===== config.mk =====
export PLATFORM = sky130hd
export DESIGN_NAME = frame_deframer
export DESIGN_NICKNAME = d
export VERILOG_FILES = /design/src/rtl/frame_deframer.sv
export SDC_FILE = /design/constraint.sdc
export NUM_CORES = 1
export LEC_CHECK = 0
export ABC_AREA = 1
export BUFFER_PORTS_ARGS = -buffer_cell sky130_fd_sc_hd__buf_2
export CAP_MARGIN = 20
export CORE_ASPECT_RATIO = 1.5
export CORE_MARGIN = 10
export CORE_UTILIZATION = 60
export CTS_CLUSTER_SIZE = 25
export DETAILED_ROUTE_END_ITERATION = 6
export PLACE_DENSITY = 0.82
export SYNTH_ARGS = -nofsm -noshare
export SYNTH_HDL_FRONTEND = slang
export SYNTH_SLANG_ARGS = --single-unit

===== constraint.sdc =====
create_clock -name clk -period 4.35 [get_ports clk]
set_input_delay 0.6525 -clock clk [delete_from_list [all_inputs] [get_ports clk]]
set_output_delay 0.6525 -clock clk [all_outputs]
set_load 0.05 [all_outputs]

===== src/rtl/frame_deframer.sv =====
// Receive-side deframer: hunts for SYNC, assembles a 4-byte payload,
// checks a trailing CRC-8 (poly 0xD5, init 0) and offers good frames on a
// single-entry valid/ready output slot.
//
// state   | meaning
// --------+-----------------------------------------------------------
// HUNT    | waiting for SYNC_BYTE, all other bytes ignored
// PAYLOAD | shifting in payload bytes and accumulating the CRC
// CHECK   | next byte is the CRC; compare, deliver or flag, then HUNT
module frame_deframer #(
  parameter logic [7:0] SYNC_BYTE     = 8'hA5,
  parameter int         PAYLOAD_BYTES = 4,
  parameter int         TIMEOUT       = 255
) (
  input  logic        clk,
  input  logic        rst_n,
  input  logic [7:0]  in_byte,
  input  logic        in_valid,
  output logic [31:0] out_data,
  output logic        out_valid,
  input  logic        out_ready,
  output logic        crc_err,
  output logic        timeout_err,
  output logic        overflow
);

  localparam int IW = $clog2(TIMEOUT + 1);

  typedef enum logic [1:0] {
    HUNT    = 2'd0,
    PAYLOAD = 2'd1,
    CHECK   = 2'd2
  } state_t;

  state_t          state, state_nx;
  logic [7:0]      crc;
  logic [31:0]     shift_in;
  logic [2:0]      byte_cnt;
  logic [IW-1:0]   idle_cnt;
  logic            idle_hit;
  logic            load;
  logic            crc_err_nx;
  logic            timeout_nx;
  logic            overflow_nx;

  // One bytewise CRC-8 update, MSB first.
  function automatic logic [7:0] crc8_step(input logic [7:0] c, input logic [7:0] d);
    logic [7:0] r;
    r = c ^ d;
    for (int i = 0; i < 8; i++) begin
      r = r[7] ? ({r[6:0], 1'b0} ^ 8'hD5) : {r[6:0], 1'b0};
    end
    return r;
  endfunction

  // A byte arriving on the timeout cycle takes priority, so in_valid masks the hit.
  assign idle_hit = (state != HUNT) && !in_valid && (idle_cnt == IW'(TIMEOUT));

  // State register.
  always_ff @(posedge clk or negedge rst_n) begin
    if (!rst_n) state <= HUNT;
    else        state <= state_nx;
  end

  // Next-state decode and per-cycle frame outcome.
  always_comb begin
    state_nx    = state;
    load        = 1'b0;
    crc_err_nx  = 1'b0;
    timeout_nx  = 1'b0;
    overflow_nx = 1'b0;
    case (state)
      HUNT: begin
        if (in_valid && in_byte == SYNC_BYTE) state_nx = PAYLOAD;
      end
      PAYLOAD: begin
        if (in_valid) begin
          if (byte_cnt == 3'(PAYLOAD_BYTES - 1)) state_nx = CHECK;
        end else if (idle_hit) begin
          timeout_nx = 1'b1;
          state_nx   = HUNT;
        end
      end
      CHECK: begin
        if (in_valid) begin
          state_nx = HUNT;
          if (in_byte == crc) begin
            if (!out_valid || out_ready) load = 1'b1;
            else                         overflow_nx = 1'b1;
          end else begin
            crc_err_nx = 1'b1;
          end
        end else if (idle_hit) begin
          timeout_nx = 1'b1;
          state_nx   = HUNT;
        end
      end
      default: state_nx = HUNT;
    endcase
  end

  // Assembly datapath: shift register, CRC accumulator, byte and idle counters.
  always_ff @(posedge clk or negedge rst_n) begin
    if (!rst_n) begin
      crc      <= 8'h00;
      shift_in <= 32'h0;
      byte_cnt <= 3'd0;
      idle_cnt <= '0;
    end else begin
      if (state == HUNT) begin
        if (in_valid && in_byte == SYNC_BYTE) begin
          crc      <= 8'h00;
          byte_cnt <= 3'd0;
          idle_cnt <= '0;
        end
      end else begin
        if (in_valid)                       idle_cnt <= '0;
        else if (idle_cnt != IW'(TIMEOUT))  idle_cnt <= idle_cnt + 1'b1;
        if (state == PAYLOAD && in_valid) begin
          shift_in <= {shift_in[23:0], in_byte};
          crc      <= crc8_step(crc, in_byte);
          byte_cnt <= byte_cnt + 3'd1;
        end
      end
    end
  end

  // Output slot and registered status pulses.
  always_ff @(posedge clk or negedge rst_n) begin
    if (!rst_n) begin
      out_data    <= 32'h0;
      out_valid   <= 1'b0;
      crc_err     <= 1'b0;
      timeout_err <= 1'b0;
      overflow    <= 1'b0;
    end else begin
      crc_err     <= crc_err_nx;
      timeout_err <= timeout_nx;
      overflow    <= overflow_nx;
      if (load) begin
        out_data  <= shift_in;
        out_valid <= 1'b1;
      end else if (out_valid && out_ready) begin
        out_valid <= 1'b0;
      end
    end
  end

endmodule


Word level (Yosys, flattened, before mapping)
Index checks and enable logic that the tools add are counted. W data, S select, Z words.

Flip-flop bits (word level): 89. Input bits: 12. Output and inout bits: 36. Word-level logic and storage cells: 88.

$add $sub $neg: 2. Equal/unequal tests: 9. Muxes and demuxes: 39. Bitwise operators: 10. Reduce and logical (&&, ||, !) cells: 18.

Operators with widths (count): $mux W8 (14); $not A5 Y5 (8); $eq A8 B8 Y1 const B (2); $mux W1 (16); $mux W2 (5); $mux W3 (3); $add A8 B1 Y8 const B (1); $eq A8 B8 Y1 (1); $ne A8 B8 Y1 const B (1); $reduce_and A2 Y1 (4); $xor A8 B8 Y8 (1); $pmux W2 S3 (1); $reduce_bool A2 Y1 (3); $logic_and A1 B1 Y1 (5); $add A3 B1 Y3 const B (1); $eq A3 B2 Y1 const B (1); $ne A3 B3 Y1 const B (1); $reduce_bool A3 Y1 (1); $eq A2 B1 Y1 const B (1); $eq A2 B2 Y1 const B (1); $logic_not A1 Y1 (2); $logic_not A2 Y1 (1); $ne A2 B2 Y1 const B (1); $reduce_or A2 Y1 (1); 2 further kinds (2).

Longest topological paths before layout
Gate-level depths: netlist (run 1).

Depth after elaboration: 19. Mapped depth: 14. Mapped depth without buffers: 14.

Least setup slack after synthesis (run 1)
OpenSTA, ideal clock, no wires.

Path type: input to register. From: in in_byte[7]. To: reg out_data[17]. Setup time: 0.122 ns. Arrival: 1.916 ns. Data required time: 4.228 ns. Path slack: 2.311 ns. Cell stages on the path: 13. Buffers on the path: 2. Cell sequence: inv_1 nand2_1 nand2_1 ha_1 nand2_1 nor2_2 nand4_4 nor2_8 nand2_2 buf_6 buf_6 nand2_1 o21ai_1.

Longest elaborated chain between the ends: 4.

Ends and longest elaborated chain: start: declaration (RTL line 17) `input logic [7:0] in_byte,`; $eq A8 B8 Y1 (RTL line 87) `if (in_byte == crc) begin`; $mux W1 (RTL line 87); $mux W1 (RTL line 85) `if (in_valid) begin`; $mux W1 (RTL line 72) `case (state)`; end signal: assignment (RTL line 141) `out_data <= shift_in;`; end: declaration (RTL line 19) `output logic [31:0] out_data,`.

No other way between the ends. A chain may end at the register's enable or synchronous reset.

Final worst setup path (run 1)
From: in in_byte[7]. To: reg out_data[15].

Same word-level chain as after synthesis.

==> impl_metrics.json, run 1 <==
{
  "status": "completed",
  "async_flop_share": 1.00,
  "die_h_um": 123,
  "htree_levels": 3,
  "core_area_um2": 6850,
  "holdWs_ns": 0.165,
  "gr-usage-all-layers": 0.172,
  "fmax_ghz": 0.408,
  "cts.path.max_buffers": 2,
  "powerDensity_nw_per_um2": 534,
  "synth.net_count": 526,
  "grt_use_met3": 0.0451,
  "power_leakage_uw": 0.00250,
  "grt_setup_unrepaired": "false",
  "path_max_fanout": 57,
  "ys_seq_elements": 89,
  "dp.final_hpwl_mm": 6.18,
  "die-width_um": 88.5,
  "cts_buffers": 9,
  "slew_headroom": 0.319,
  "tightest_slew_ns": 1.02,
  "antennaDiodeCount": 0,
  "synth_cell_types": 31,
  "nNetsFinal": 569,
  "synth_compound_area_frac": 0.0999,
  "drc": 0,
  "slew_violations": 0,
  "grt_pass1_wl_mm": 14.8,
  "pwr-share-clk": 0.208,
  "cpPeakStageDelay_ns": 0.58,
  "busiest_layer": "met2",
  "setup_viol": 0,
  "combPwrFrac": 0.338,
  "routed-via-count": 3422,
  "drtIter0Drc": 213,
  "gp_congestion": 0.868,
  "clock-sinks": 89,
  "clk_latency_ns": 0.36,
  "clock-root-buffer": "clkbuf_8",
  "timing_hold_violations_final": 0,
  "synth_top_area_frac": 0.528,
  "startpoint_type": "input port",
  "cts_setup_buffers": 0,
  "hold_buffers": 0,
  "dpl_worst_slack_ns": 1.53,
  "critPathCaptureType": "flip-flop",
  "synth_area_leaders": "dfrtp_1 (53%), nand2_1 (15%), inv_1 (5.5%), o21ai_0 (4.9%), o21ai_1 (3.2%)",
  "fin_ws_ns": 1.90,
  "cp.arrival_ns": 2.66,
  "fin_tns_setup_ns": 0,
  "timing.final.crit_share": 0.564,
  "yosys_warnings": 0,
  "synthAdderAreaFrac": 0.0237,
  "rows": 37,
  "synth_xor_xnor_area_share": 0.0308,
  "cts-resized-gates": 0,
  "synth_top_family_by_area": "simple AND/OR/NAND/NOR gates",
  "critPathRequiredTime_ns": 4.56,
  "finClkSkew_ns": 0.00630,
  "crit_top_cell": "nand2_1",
  "routedWlPerCell_um": 14.0,
  "syn2layout_area_growth_pct": 10.7,
  "avgSynthCellArea_um2": 8.34,
  "dr.pass1.iters": 5,
  "via_per_inst": 5.42,
  "ys.flop_type": "dfrtp_1",
  "path_cells": "buf_2, inv_1, nand2_1, nand2_1, ha_1, nand2_1, nor2_2, nand4_4, nor2_8, nand2_2, nand2_1, o21ai_1",
  "fin_crit_ns": 2.45,
  "syn_inst": 506,
  "grt_start_max_net_pins": 90,
  "hold_class": "in2async",
  "clk_pin_slew_worst_paths_ns": 0.08,
  "overflow": 0,
  "antenna_left": 0,
  "routed_wl_mm": 8.82,
  "dieArea_um2": 10900,
  "yosysSeqAreaShare": 0.528,
  "ios": 48,
  "cpMaxStageDelayCell": "nand2_2",
  "synthSimpleGateAreaFrac": 0.238,
  "power_switching_share": 0.387,
  "start_util": 0.616,
  "p_sw_uw": 966,
  "cap_violations": 0,
  "seqPwrFrac": 0.454,
  "io_buffers": 47,
  "critPathKind": "in2reg",
  "grt_pass1_vias": 3284,
  "synth.area.mux_share": 0,
  "netlist_area_um2": 4220,
  "cts_tree": "yes",
  "p_int_uw": 1530,
  "antenna_found_initial": 0,
  "synth_edf_count": 0,
  "met2_usage": 0.276,
  "met1_usage": 0.207,
  "yosysTopAreaCell": "dfrtp_1",
  "ir_drop_mv": 0.297,
  "layout-drive-gt1-share": 0.141
}
-- per-stage QoR --
step	total power [µW]	area (µm²)	utilization	std cells
CTS	2500	4640	0.678	630
global placement	1930	4460	0.651	615
detailed placement	1970	4460	0.651	615
global route	2690	4670	0.682	631
floorplan	1760	4220	-	506
finish	2490	4670	0.682	631
-- logic make-up (layout without fill, tap and decap cells) --
kind of cell    Yosys count  count (layout)
buf+inv                  80             127
flops                    89              89
compound gates           79              79
fa+ha+maj                 8               8
xor+xnor                 14              14
simple gates            236             236
-- registers in the layout, summed over array words and instances, names as in the netlist --
| register | count |
|---|---|
| out_data | 32 |
| shift_in | 32 |
| crc | 8 |
| idle_cnt | 8 |
| byte_cnt | 3 |
| state | 2 |
| crc_err | 1 |
| out_valid | 1 |
| overflow | 1 |
| timeout_err | 1 |
-- per-layer routing --
metal	vias up	share of wire
li1	1680	-
met1	1616	0.41
met2	102	0.50
met3	24	0.058
met4	0	0.034
met5	-	0
-- layout make-up --
cell class,count,area [µm²]
Clock buffer,13,169
Clock inverter,2,12.5
Fill cell,568,2180
Inverter,63,236
Multi-Input combinational cell,337,1660
Sequential cell,89,2230
Tap cell,78,97.6
Timing Repair Buffer,49,273
-- critical path, delay by kind of cell --
family,cells,cell delay (ns)
AO/OA/AOI/OAI,1,0.09
adder cells (fa/ha/maj),1,0.17
buffers and inverters,2,0.21
AND/OR/NAND/NOR,8,1.50
-- Yosys cell counts (4+ instances only) --
master,number
o21ai_2,4
buf_6,4
xnor2_1,4
nor2_1,14
o21ai_0,41
dfrtp_1,89
nand3_1,25
clkbuf_1,7
inv_1,62
o21ai_1,27
nor3_1,9
nand2_1,173
xor2_1,9
nand4_1,4
ha_1,8
-- cells in the final DEF (no fill, tap or decap), types with 2 or more instances in the layout --
| cell | count |
|---|---|
| nand2_1 | 173 |
| dfrtp_1 | 89 |
| inv_1 | 62 |
| buf_2 | 46 |
| o21ai_0 | 41 |
| o21ai_1 | 27 |
| nand3_1 | 25 |
| nor2_1 | 13 |
| clkbuf_8 | 12 |
| xor2_1 | 9 |
| nor3_1 | 9 |
| ha_1 | 8 |
| xnor2_1 | 4 |
| nand4_1 | 4 |
| o21ai_2 | 4 |
| nand2_2 | 3 |
| nor2_2 | 3 |
| nand3b_1 | 3 |
| a21oi_1 | 3 |
| buf_4 | 2 |
-- path summary, 6_finish.rpt --
path	slack, ns	endpoint	depth (start not counted)	from
setup / recovery	1.90	out_data[15]	12	in_byte[7]
hold / removal	0.17	out_data[28]	1	rst_n
setup reg to reg	1.92	out_data[15]	11	crc[7]
hold reg to reg	0.47	out_data[24]	2	out_data[24]
max in group asynchronous	3.58	shift_in[8]	2	rst_n
min in group clk	0.47	out_data[24]	2	out_data[24]
-- power by group through the flow --
stage	combinational (µW)	clock, µW	sequential [µW]
after floorplan	614	0	1150
after global placement	792	0	1130
after detailed placement	829	0	1140
after CTS	839	533	1130
after global routing	966	571	1150
final	842	519	1130
Note: power is estimated with default switching activity, not from simulation.
==> run 2, diff against run 1 <==
--- a/config.mk
+++ b/config.mk
@@ -10,10 +10,10 @@
 export CAP_MARGIN = 20
 export CORE_ASPECT_RATIO = 1.5
 export CORE_MARGIN = 10
-export CORE_UTILIZATION = 60
+export CORE_UTILIZATION = 53
 export CTS_CLUSTER_SIZE = 25
 export DETAILED_ROUTE_END_ITERATION = 6
-export PLACE_DENSITY = 0.82
+export PLACE_DENSITY = 0.76
 export SYNTH_ARGS = -nofsm -noshare
 export SYNTH_HDL_FRONTEND = slang
 export SYNTH_SLANG_ARGS = --single-unit
==> constraint.sdc (replaced) <==
create_clock -name clk -period 2.2 [get_ports clk]
set_input_delay 0.33 -clock clk [delete_from_list [all_inputs] [get_ports clk]]
set_output_delay 0.33 -clock clk [all_outputs]
set_load 0.05 [all_outputs]
==> run 2 against run 1 <==
  * Clock skew shrank 0.0012 ns
  * Clock-buffer cell count is 1 higher
  * Clock power rose to 3.2 times the previous value
  * Via count unchanged
  * First-iteration DRC count decreased by 25%
  * Design area is 5.8% higher
  * Setup slack lost 1.7 ns
  * Critical path depth grew 2
  * Total power up 120%
==> impl_metrics.json, run 2 (synthesis results as in run 1) <==
{
  "status": "completed",
  "grt_pass1_vias": 3384,
  "antennaDiodeCount": 0,
  "cts_setup_buffers": 0,
  "clock-root-buffer": "clkbuf_16",
  "routed_wl_mm": 9.27,
  "gp_congestion": 0.863,
  "r2r-start": "crc[7]",
  "ir_drop_mv": 0.568,
  "grt_setup_unrepaired": "false",
  "holdPathStages": 3,
  "via_per_inst": 5.15,
  "timing.final.crit_share": 0.889,
  "fin_tns_setup_ns": 0,
  "cts.path.max_buffers": 2,
  "rows": 39,
  "cts_tree": "yes",
  "start_util": 0.547,
  "drc": 0,
  "powerDensity_nw_per_um2": 1130,
  "rrSetupSlack_ns": 0.24,
  "timing_hold_violations_final": 0,
  "cts_buffers": 9,
  "die-width_um": 92.9,
  "r2r_end": "crc[4]",
  "clk_pin_slew_worst_paths_ns": 0.06,
  "slew_headroom": 0.612,
  "cpPeakStageDelay_ns": 0.41,
  "ios": 48,
  "htree_levels": 3,
  "crit_top_cell": "nand2_1",
  "holdCritStartpoint": "in_byte[2]",
  "routed-via-count": 3422,
  "overflow": 0,
  "fin_area_um2": 4940,
  "fmax_ghz": 0.511,
  "final_cell_mix": "nand2_1 (173), dfrtp_1 (89), inv_1 (62), buf_2 (46), o21ai_0 (41)",
  "grt_pass1_wl_mm": 15.7,
  "path_cells": "inv_1, nand2_1, nand2_1, ha_4, inv_1, nand2_1, nand2_1, nand2_1, inv_1, nor2_1, nand2_1, nand3b_1, nand3_1, nand2_1",
  "post_dp_cell_area_um2": 4600,
  "gr-usage-all-layers": 0.163,
  "finClkSkew_ns": 0.00514,
  "dr.pass1.iters": 4,
  "reg2reg_depth": 14,
  "cp.arrival_ns": 2.24,
  "final_common_cell": "nand2_1",
  "setup_viol": 0,
  "critPathRequiredTime_ns": 2.48,
  "reg.largest.list": "out_data (32), shift_in (32)",
  "io_buffers": 47,
  "clk_latency_ns": 0.34,
  "die_h_um": 129,
  "cpMaxStageDelayCell": "dfrtp_1",
  "path_max_fanout": 5,
  "fin_crit_ns": 1.96,
  "layout-drive-gt1-share": 0.151,
  "power_leakage_uw": 0.00261,
  "antenna_left": 0,
  "dp.final_hpwl_mm": 6.78,
  "tightest_slew_ns": 0.581,
  "hold_end": "shift_in[2]",
  "cap_violations": 0,
  "drtIter0Drc": 160,
  "routedWlPerCell_um": 14.0,
  "nNetsFinal": 577,
  "critPathKind": "reg2reg",
  "syn2layout_area_growth_pct": 17.1,
  "dieArea_um2": 12000,
  "startpoint_type": "flip-flop",
  "hold_class": "in2reg",
  "antenna_found_initial": 0,
  "clock-sinks": 89,
  "grt_start_max_net_pins": 56,
  "slew_violations": 0,
  "critPathCaptureType": "flip-flop",
  "core_area_um2": 7710
}
-- run 2: cell count changes in the layout (fill, tap and decap cells not counted), sizes merged --
cell,previous run,this run
clkinvlp,1,0
buf,49,56
dlygate4sd3,0,1
bufinv,0,2
clkinv,1,0
clkbuf,13,14
-- run 2: stage by stage --
stage | utilization | std cells | setup slack, ns | power, µW | hold WS (ns)
3_3_place_gp | 0.596 | 647 | 0.202 | 3860 | 0.347
6_report | 0.641 | 664 | 0.244 | 5580 | 0.250
2_1_floorplan | - | 506 | 0.438 | 3480 | 0.0344
4_1_cts | 0.639 | 664 | 0.198 | 5600 | 0.244
5_1_grt | 0.641 | 664 | 0.0479 | 5980 | 0.277
3_5_place_dp | 0.596 | 647 | 0.177 | 3930 | 0.351
-- run 2: repair_timing --
| item | CTS | global route |
|---|---|---|
| endpoints found under the setup margin | 0 | 4 |
| hold buffers | 1 | 0 |
| resized for setup | 0 | 2 |
| hold endpoints to repair | 32 | 0 |
-- run 2: area by class of cell --
cell class | instances | area [µm²]
Clock buffer | 14 | 264
Tap cell | 102 | 128
Clock inverter | 2 | 60.1
Timing Repair Buffer | 57 | 353
Fill cell | 672 | 2770
Inverter | 63 | 236
Multi-Input combinational cell | 337 | 1670
Sequential cell | 89 | 2230
-- run 2: power breakdown --
| group | internal (µW) | switching, µW |
|---|---|---|
| Clock | 1060 | 586 |
| Sequential | 2020 | 218 |
| Combinational | 547 | 1150 |
| Total | 3620 | 1960 |
-- run 2: worst max-delay path by stage --
stage	startpoint	endpoint	slack, ns	cells past startpoint
2_1_floorplan	crc[7]	out_data[17]	0.44	13
3_3_place_gp	in_byte[7]	crc[4]	0.20	15
3_5_place_dp	in_byte[7]	crc[4]	0.18	15
4_1_cts	crc[7]	crc[4]	0.20	14
5_1_grt	crc[7]	crc[0]	0.05	14
6_report	crc[7]	crc[4]	0.24	14
-- run 2: critical path, delay by kind of cell (launching register included) --
kind                     cells  cell delay [ns]
adder cells (fa/ha/maj)      1             0.34
AND/OR/NAND/NOR             10             0.97
buffers and inverters        3             0.18
flip-flops                   1             0.41
-- run 2: layer usage --
| metal | track usage | routed length [µm] |
|---|---|---|
| met1 | 0.184 | 3680 |
| met2 | 0.273 | 4810 |
| met5 | 0 | 0 |
| met3 | 0.0451 | 514 |
| met4 | 0.0883 | 261 |
==> run 3, diff against run 2 <==
--- a/config.mk
+++ b/config.mk
@@ -8,7 +8,7 @@
 export ABC_AREA = 1
 export BUFFER_PORTS_ARGS = -buffer_cell sky130_fd_sc_hd__buf_2
 export CAP_MARGIN = 20
-export CORE_ASPECT_RATIO = 1.5
+export CORE_ASPECT_RATIO = 0.7
 export CORE_MARGIN = 10
 export CORE_UTILIZATION = 53
 export CTS_CLUSTER_SIZE = 25
==> run 3 against run 2 <==
  * Sequential cell count is the same
  * Critical path depth shrank 5
  * Non-clock buffer count shrank 4
  * Core utilization decreased by 1.8 points
  * Sequential power about the same
  * Register-to-register slack worse by 0.04 ns
  * Combinational power is essentially flat
  * Clock skew is 0.0029 ns higher
  * First-iteration DRC count increased by 79%
  * Critical endpoint is now idle_cnt[3]
  * Via count fell by 3.0%
  * Total power is 3.4% lower
  * Routed wire length about the same
==> impl_metrics.json, run 3 (synthesis results as in run 1) <==
{
  "grt_pass1_vias": 3196,
  "die_h_um": 94.7,
  "critPathRequiredTime_ns": 2.42,
  "cap_violations": 0,
  "seqPwrFrac": 0.415,
  "dieArea_um2": 12000,
  "critPathKind": "reg2reg",
  "p_int_uw": 3380,
  "syn2layout_area_growth_pct": 15.2,
  "fillers": 671,
  "core_area_um2": 7800,
  "setup_viol": 0,
  "powerDensity_nw_per_um2": 1110,
  "slew_violations": 0,
  "overflow": 0,
  "slew_headroom": 0.627,
  "power_switching_share": 0.373,
  "clock-root-buffer": "clkbuf_16",
  "die-width_um": 127,
  "final_common_cell": "nand2_1",
  "clock-sinks": 89,
  "ios": 48,
  "gp_congestion": 0.910,
  "cts_tree": "yes",
  "cp.arrival_ns": 2.22,
  "routedWlPerCell_um": 14.1,
  "via_per_inst": 5.04,
  "antenna_found_initial": 0,
  "combPwrFrac": 0.317,
  "drtIter0Drc": 286,
  "rows": 27,
  "fin_tns_setup_ns": 0,
  "tightest_slew_ns": 0.559,
  "routed-via-count": 3320,
  "gr-usage-all-layers": 0.161,
  "clk_latency_ns": 0.34,
  "antennaDiodeCount": 0,
  "fmax_ghz": 0.500,
  "pwr-share-clk": 0.267,
  "reg.largest.list": "out_data (32), shift_in (32)",
  "p_sw_uw": 2010,
  "cts.path.max_buffers": 2,
  "start_util": 0.541,
  "grt_setup_unrepaired": "false",
  "layout-drive-gt1-share": 0.151,
  "timing.final.crit_share": 0.909,
  "cts_buffers": 9,
  "status": "completed",
  "fin_crit_ns": 2.00,
  "dp.final_hpwl_mm": 6.62,
  "path_max_fanout": 11,
  "hold_class": "in2reg",
  "ir_drop_mv": 0.616,
  "dr.pass1.iters": 4,
  "timing_hold_violations_final": 0,
  "dp_cells": 642,
  "critPathCaptureType": "flip-flop",
  "final_cells": 659,
  "htree_levels": 3,
  "grt_start_max_net_pins": 58,
  "clk_pin_slew_worst_paths_ns": 0.06,
  "startpoint_type": "flip-flop",
  "antenna_left": 0,
  "drc": 0,
  "finClkSkew_ns": 0.00802,
  "final_cell_mix": "nand2_1 (172), dfrtp_1 (89), inv_1 (62), buf_2 (46), o21ai_0 (41)",
  "cts_setup_buffers": 0,
  "nNetsFinal": 573,
  "routed_wl_mm": 9.27,
  "io_buffers": 47,
  "grt_pass1_wl_mm": 15.7,
  "power_leakage_uw": 0.00257
}
==> run 3: changes by cell type in the layout (fill, tap and decap cells not counted), sizes merged <==
cell,before,now
clkbuf,14,12
bufinv,2,0
buf,56,52
clkinv,0,4
==> run 3: final timing paths <==
path,startpoint,endpoint,slack (ns),cells past startpoint
worst max register to register,state[0],idle_cnt[3],0.20,9
worst min-delay path,in_byte[6],shift_in[6],0.27,3
worst min register to register,out_data[29],out_data[29],0.47,2
worst max-delay path,state[0],idle_cnt[3],0.20,9
max in group asynchronous,rst_n,out_valid,1.12,3
min in group asynchronous,rst_n,shift_in[29],0.46,2
==> run 3: routing by layer <==
metal / share of wire / up-vias / GRT usage
met5: 0 / - / 0
met4: 0.0056 / 0 / 0.0397
met3: 0.063 / 6 / 0.0571
met2: 0.43 / 92 / 0.234
met1: 0.50 / 1532 / 0.224
li1: - / 1690 / -
==> run 3: per-stage QoR <==
stage / setup WS (ns) / utilization / instance area (µm²) / hold slack, ns / total power (µW)
4_1_cts: 0.205 / 0.621 / 4850 / 0.246 / 5400
3_3_place_gp: 0.208 / 0.583 / 4550 / 0.267 / 3850
6_report: 0.201 / 0.623 / 4860 / 0.268 / 5390
2_1_floorplan: 0.438 / - / 4220 / 0.0344 / 3480
3_5_place_dp: 0.147 / 0.583 / 4550 / 0.266 / 3930
5_1_grt: 0.0708 / 0.623 / 4860 / 0.248 / 5800
==> run 3: repair_timing <==
item	in CTS	in global routing
setup endpoints to repair	0	5
hold buffers	1	0
gates resized for setup	0	2
endpoints found under the hold margin	25	0
==> run 3: layout make-up <==
cell class | count | area (µm²) | share of cell area
clock buffer | 12 | 256 | 0.0528
clock inverter | 4 | 27.5 | 0.00566
inverter | 63 | 236 | 0.0486
multi-input combinational | 337 | 1680 | 0.345
sequential | 89 | 2230 | 0.458
tap | 101 | 126 | 0.0260
timing repair buffer | 53 | 310 | 0.0638
==> run 3: critical path: stages, from the launching register on <==
cell,delay [ns]
dfrtp_1,0.42
inv_1,0.10
ha_1,0.31
nor2_1,0.25
inv_1,0.07
nor3_1,0.32
nor2_1,0.09
buf_4,0.18
nand3_1,0.07
o21ai_1,0.06
==> run 3: power by group through the flow <==
stage	Clock (µW)	Sequential (µW)	Combinational, µW
floorplan	0	2270	1210
global placement	0	2240	1610
detailed placement	0	2260	1670
CTS	1480	2240	1690
global route	1550	2280	1970
finish	1440	2240	1710
